**src/rtl/mio_pkg.sv**
```systemverilog
// Shared constants for the MIO responder: IO region base, IO register offsets
// and the responder FSM encoding.
package mio_pkg;

    localparam logic [3:0]  IO_BASE = 4'hF;

    localparam logic [27:0] OFF_LED = 28'h000_0000;
    localparam logic [27:0] OFF_SW  = 28'h000_0004;
    localparam logic [27:0] OFF_CMP = 28'h000_0008;
    localparam logic [27:0] OFF_CNT = 28'h000_000C;

    typedef enum logic [1:0] {
        ST_IDLE = 2'd0,
        ST_WAIT = 2'd1,
        ST_RESP = 2'd2
    } state_t;

    function automatic logic is_io(input logic [31:0] addr);
        return addr[31:28] == IO_BASE;
    endfunction

endpackage

```
**src/rtl/mio_timer.sv**
```systemverilog
// Compare timer: CNT counts up while CMP is non-zero, wraps to 0 on a match and
// raises a pending interrupt that is retired by an Iack pulse.
module mio_timer
    import mio_pkg::*;
(
    input  logic        clk,
    input  logic        reset,
    input  logic        cmp_we,
    input  logic [31:0] cmp_wdata,
    input  logic        cnt_clr,
    input  logic        iack,
    output logic [31:0] cmp,
    output logic [31:0] cnt,
    output logic        ireq
);

    logic pending;
    logic match;

    assign match = (cmp != 32'd0) && (cnt == cmp);
    assign ireq  = pending;

    always_ff @(posedge clk) begin
        if (reset) begin
            cmp     <= '0;
            cnt     <= '0;
            pending <= 1'b0;
        end else begin
            if (cmp_we)
                cmp <= cmp_wdata;

            if (cnt_clr)
                cnt <= '0;
            else if (cmp != 32'd0)
                cnt <= match ? 32'd0 : cnt + 32'd1;

            // A new match outranks Iack; a CNT write suppresses the match.
            if (match && !cnt_clr)
                pending <= 1'b1;
            else if (iack)
                pending <= 1'b0;
        end
    end

endmodule

```
**src/rtl/mio_responder.sv**
```systemverilog
// MIO bus responder: decodes CPU requests into block RAM or IO registers,
// inserts per-region wait states and answers with a one-cycle MIO_ready.
//
//   state   | meaning
//   --------+--------------------------------------------------------------
//   IDLE    | waiting for MemRead/MemWrite; accepts, writes RAM/IO registers
//   WAIT    | counting down region wait states
//   RESP    | MIO_ready high, data2CPU valid; always returns to IDLE
module mio_responder
    import mio_pkg::*;
#(
    parameter int RAM_AW   = 12,
    parameter int RAM_WAIT = 1,
    parameter int IO_WAIT  = 0
) (
    input  logic              clk,
    input  logic              reset,
    input  logic              MemRead,
    input  logic              MemWrite,
    input  logic [31:0]       addr_bus,
    input  logic [31:0]       Data_out,
    output logic [31:0]       data2CPU,
    output logic              MIO_ready,
    output logic              Ireq,
    input  logic              Iack,
    output logic [RAM_AW-1:0] ram_addr,
    output logic [31:0]       ram_din,
    output logic              ram_we,
    input  logic [31:0]       ram_dout,
    input  logic [31:0]       sw_in,
    output logic [31:0]       led_out
);

    localparam logic [7:0] RAM_WAIT_C = 8'(RAM_WAIT);
    localparam logic [7:0] IO_WAIT_C  = 8'(IO_WAIT);

    state_t      state, state_nxt;
    logic [7:0]  wait_cnt, wait_nxt;
    logic [7:0]  wait_load;
    logic        rd_q, io_q;
    logic        cur_rd, cur_io;
    logic        load_data;
    logic        req, accept, wr_only, io_sel, io_wr;
    logic [27:0] io_off;
    logic [31:0] io_rdata, resp_data;
    logic [31:0] cmp, cnt;
    logic        unused_bits;

    assign unused_bits = ^addr_bus[1:0];

    assign req       = MemRead | MemWrite;
    assign wr_only   = MemWrite & ~MemRead;
    assign io_sel    = is_io(addr_bus);
    assign io_off    = {addr_bus[27:2], 2'b00};
    assign accept    = (state == ST_IDLE) & req;
    assign wait_load = io_sel ? IO_WAIT_C : RAM_WAIT_C;

    assign ram_addr  = addr_bus[RAM_AW+1:2];
    assign ram_din   = Data_out;
    assign ram_we    = ~reset & accept & wr_only & ~io_sel;
    assign io_wr     = ~reset & accept & wr_only & io_sel;
    assign MIO_ready = (state == ST_RESP);

    // Live request decode on the IDLE->RESP shortcut, latched copy otherwise.
    assign cur_rd = (state == ST_IDLE) ? MemRead : rd_q;
    assign cur_io = (state == ST_IDLE) ? io_sel  : io_q;

    always_comb begin
        state_nxt = state;
        wait_nxt  = wait_cnt;
        load_data = 1'b0;
        case (state)
            ST_IDLE: begin
                if (req) begin
                    wait_nxt = wait_load;
                    if (wait_load != 8'd0) begin
                        state_nxt = ST_WAIT;
                    end else begin
                        state_nxt = ST_RESP;
                        load_data = 1'b1;
                    end
                end
            end
            ST_WAIT: begin
                wait_nxt = wait_cnt - 8'd1;
                if (wait_cnt <= 8'd1) begin
                    state_nxt = ST_RESP;
                    load_data = 1'b1;
                end
            end
            ST_RESP: state_nxt = ST_IDLE;
            default: state_nxt = ST_IDLE;
        endcase
    end

    always_comb begin
        io_rdata = '0;
        case (io_off)
            OFF_LED: io_rdata = led_out;
            OFF_SW:  io_rdata = sw_in;
            OFF_CMP: io_rdata = cmp;
            OFF_CNT: io_rdata = cnt;
            default: io_rdata = '0;
        endcase
    end

    always_comb begin
        resp_data = '0;
        if (cur_rd)
            resp_data = cur_io ? io_rdata : ram_dout;
    end

    always_ff @(posedge clk) begin
        if (reset) begin
            state    <= ST_IDLE;
            wait_cnt <= '0;
            rd_q     <= 1'b0;
            io_q     <= 1'b0;
            data2CPU <= '0;
            led_out  <= '0;
        end else begin
            state    <= state_nxt;
            wait_cnt <= wait_nxt;
            if (accept) begin
                rd_q <= MemRead;
                io_q <= io_sel;
            end
            if (load_data)
                data2CPU <= resp_data;
            if (io_wr && io_off == OFF_LED)
                led_out <= Data_out;
        end
    end

    mio_timer u_timer (
        .clk       (clk),
        .reset     (reset),
        .cmp_we    (io_wr && io_off == OFF_CMP),
        .cmp_wdata (Data_out),
        .cnt_clr   (io_wr && io_off == OFF_CNT),
        .iack      (Iack),
        .cmp       (cmp),
        .cnt       (cnt),
        .ireq      (Ireq)
    );

endmodule

```
**config.mk**
```make
export PLATFORM = sky130hd
export DESIGN_NAME = mio_responder
export DESIGN_NICKNAME = d
export VERILOG_FILES = /design/src/rtl/mio_pkg.sv /design/src/rtl/mio_timer.sv /design/src/rtl/mio_responder.sv
export SDC_FILE = /design/constraint.sdc
export NUM_CORES = 1
export LEC_CHECK = 0
export ABC_CLOCK_PERIOD_IN_PS = 4000
export CORE_ASPECT_RATIO = 1.2
export CORE_MARGIN = 4
export CORE_UTILIZATION = 50
export DETAILED_ROUTE_END_ITERATION = 10
export PLACE_DENSITY = 0.95
export SYNTH_ARGS = -nofsm -noshare
export SYNTH_HDL_FRONTEND = slang
export SYNTH_SLANG_ARGS = --single-unit
```
**constraint.sdc**
```tcl
create_clock -name clk -period 4 [get_ports clk]
set_input_delay 1.2 -clock clk [delete_from_list [all_inputs] [get_ports clk]]
set_output_delay 1.2 -clock clk [all_outputs]
set_load 0.1 [all_outputs]
```
==> impl_metrics.toml <==
[run_status]
status = "finished, violations left"
violations = "DRC"

[yosys]
synth.avg_cell_area_um2 = 10.1
synth_edf_count = 0
ys.flop_type = "dfxtp_1"
synth_top_area_share_pct = 37.8
ys_types = 57
ys_ff_latch = 141
async_flop_share_pct = 0
synthesis.instances = 740
syn_area_um2 = 7460
synth_nets = 876
seq_area_frac_synth_pct = 37.8
yosys-top-cells-area = "dfxtp_1 (38%), mux4_2 (9.7%), mux2i_1 (8.6%), xor2_1 (5.3%), nor2_1 (4.5%)"
synth_area_leader_cell = "dfxtp_1"
yosysWarnings = 0

[cells_and_area]
final_common_cell = "clkdlybuf4s50_1"
layout-drive-gt1-share_pct = 17.9
finalNetCount = 1051
layout_common_cells = "clkdlybuf4s50_1 (176), dfxtp_1 (141), nor2_1 (89), mux2i_1 (64), buf_12 (46)"
post-route-util_pct = 73.5
finalNonFillerCells = 1128
num_antenna_cells = 0
synthToLayoutAreaGrowth_pct = 43.1

[setup_path]
r2r-end = "u_timer.cnt[10]$_SDFFE_PP0P_"
reg2reg_depth = 5
path_max_fanout = 5
rrSetupSlack_ps = 1080
arrival_ps = 2470
cp-start-kind = "primary input"
crit_type = "in2out"
r2r_start = "u_timer.cnt[6]$_SDFFE_PP0P_"
crit_required_ps = 2800
crit_path_end_kind = "output port"

[power_and_ir_drop]
ir_worst_vdd_v = 0.000305
combPwrFrac_pct = 23.2
swShare_pct = 31.0
p_seq_share_pct = 35.7
p_leak_uw = 0.00424
pwr-share-clk_pct = 41.1
p_per_area_nw_per_um2 = 392
switchingPower_uw = 1290
internal-power_uw = 2890

[grt]
overflow = 0
grt_pass1_vias = 7328
grt_max_degree = 54
grt_first_pass_wirelength_um = 42000
grtUsageTotal_pct = 32.0
antenna_found_initial = 0

[timing]
fin_crit_sh_pct = 91.7
worstMarginPinSlew_ps = 1260
rsz0062_at_grt = "no"
setup_violations = 0
fin_setup_tns_ps = 0
maxSlewHeadroom_pct = 16.0
final_hold_viol_count = 0
clock_skew_ps = 7.76
fin_crit_ps = 3670
drv_slew = 0
worst_slack_ps = 334
max_freq_mhz = 273

[min_path]
min-delay-start = "data2CPU[23]$_SDFFE_PP0P_"
whs_path_depth = 1
min_to = "data2CPU[23]$_SDFFE_PP0P_"
hold_class = "reg2reg"

[drt]
wl_met2_um = 13700
viasPerCell = 6.47
vias = 7299
drt-initial-drc-count = 1153
routed-wl-met3_um = 2850
routed_wl_um = 27600
dr.pass1.iters = 9
dr.max_layer_used = "met4"
antenna_left = 0
avgRoutedWirePerCell_um = 24.4
wl_met1_um = 9150
drc = 1

[die]
core_region_area_um2 = 14500
die_x_um = 120
rows = 48
die_h_um = 142
pin_count = 244
initial_utilization_pct = 51.3
die_area_um2 = 17000

[job]
cap_violations = 0

[cts]
cts_hold_buf = 0
cts_inserted_buffers = 17
clkSinkCount = 141
clkLatencyLatePin_ps = 440
postCtsSetupBuffers = 0
htreeDepth = 4
cts_tree = "built"
cts_buffer_depth = 2
clkTransAtPathRegs_ps = 60
cts.repair.resized = 0
root_buffer = "clkbuf_16"

[placed_design]
dp_slack_ps = 354
dp_cells = 1096
dpl.hpwl_um = 18900
routabilityCongestion = 0.886
port_buffers = 241
[power groups by stage]
stage,logic (uW),registers (uW),clock network (uW)
after global routing,1000,1500,1780
after global placement,928,1520,0
after CTS,964,1490,1720
final,969,1490,1720
after floorplan,481,1650,0
after detailed placement,946,1520,0
[state kept, by name, indices dropped and copies added, names as in the netlist]
register / cells
led_out: 32
u_timer.cnt: 32
io_q: 1
u_timer.ireq: 1
data2CPU: 32
u_timer.cmp: 32
wait_cnt: 8
rd_q: 1
state: 2
[synth_stat cells (all sizes together), types with 13 or more instances]
master / number
nand2: 18
nand4: 14
or3: 13
nor2: 91
a22oi: 32
o2bb2ai: 32
clkbuf: 26
mux4: 32
xor2: 45
o21ai: 18
mux2i: 65
dfxtp: 141
a21oi: 25
nor4: 22
buf: 70
[logic make-up after synthesis]
kind of cell,after synthesis,synth area share (%)
muxes,98,18.6
buffers and inverters,102,8.30
and+or+nand+nor,208,14.8
DFF,141,37.8
adders and majority gates,3,0.503
AOI/OAI and AO/OA,140,14.4
xor gates and xnor gates,48,5.63
[how the worst max path moves through the flow]
stage / end / from / slack, ps
6_report: ram_we / MemRead / 330
5_1_grt: ram_we / MemRead / 280
4_1_cts: ram_we / MemRead / 330
3_5_place_dp: ram_we / MemRead / 350
3_3_place_gp: ram_we / MemRead / 390
2_1_floorplan: ram_we / reset / 420
[worst max-delay path, stage by stage]
cell	delay (ps)
clkdlybuf4s50_1	490
nor2_1	120
and3_1	220
and2_1	230
buf_12	200
[layout make-up]
class | instances | area, um2
clock buffers | 19 | 453
well taps | 200 | 250
inverters | 6 | 22.5
fillers | 854 | 3860
flip-flops and latches | 141 | 2820
repair buffers | 252 | 2900
multi-input cells | 497 | 4040
clock inverters | 13 | 189
[metrics by stage]
step	hold slack (ps)	total power [uW]	cell area [um2]
finish	461	4180	10700
global route	484	4280	10700
CTS	465	4170	10700
detailed placement	445	2460	10000
global placement	445	2440	10000
floorplan	440	2130	7460
[metal layers]
metal,up-vias,global-route usage (%)
met5,-,0
met3,162,8.37
met4,0,19.7
li1,3086,-
met2,597,55.4
met1,3454,34.9
Power figures use the tool's default switching activity.
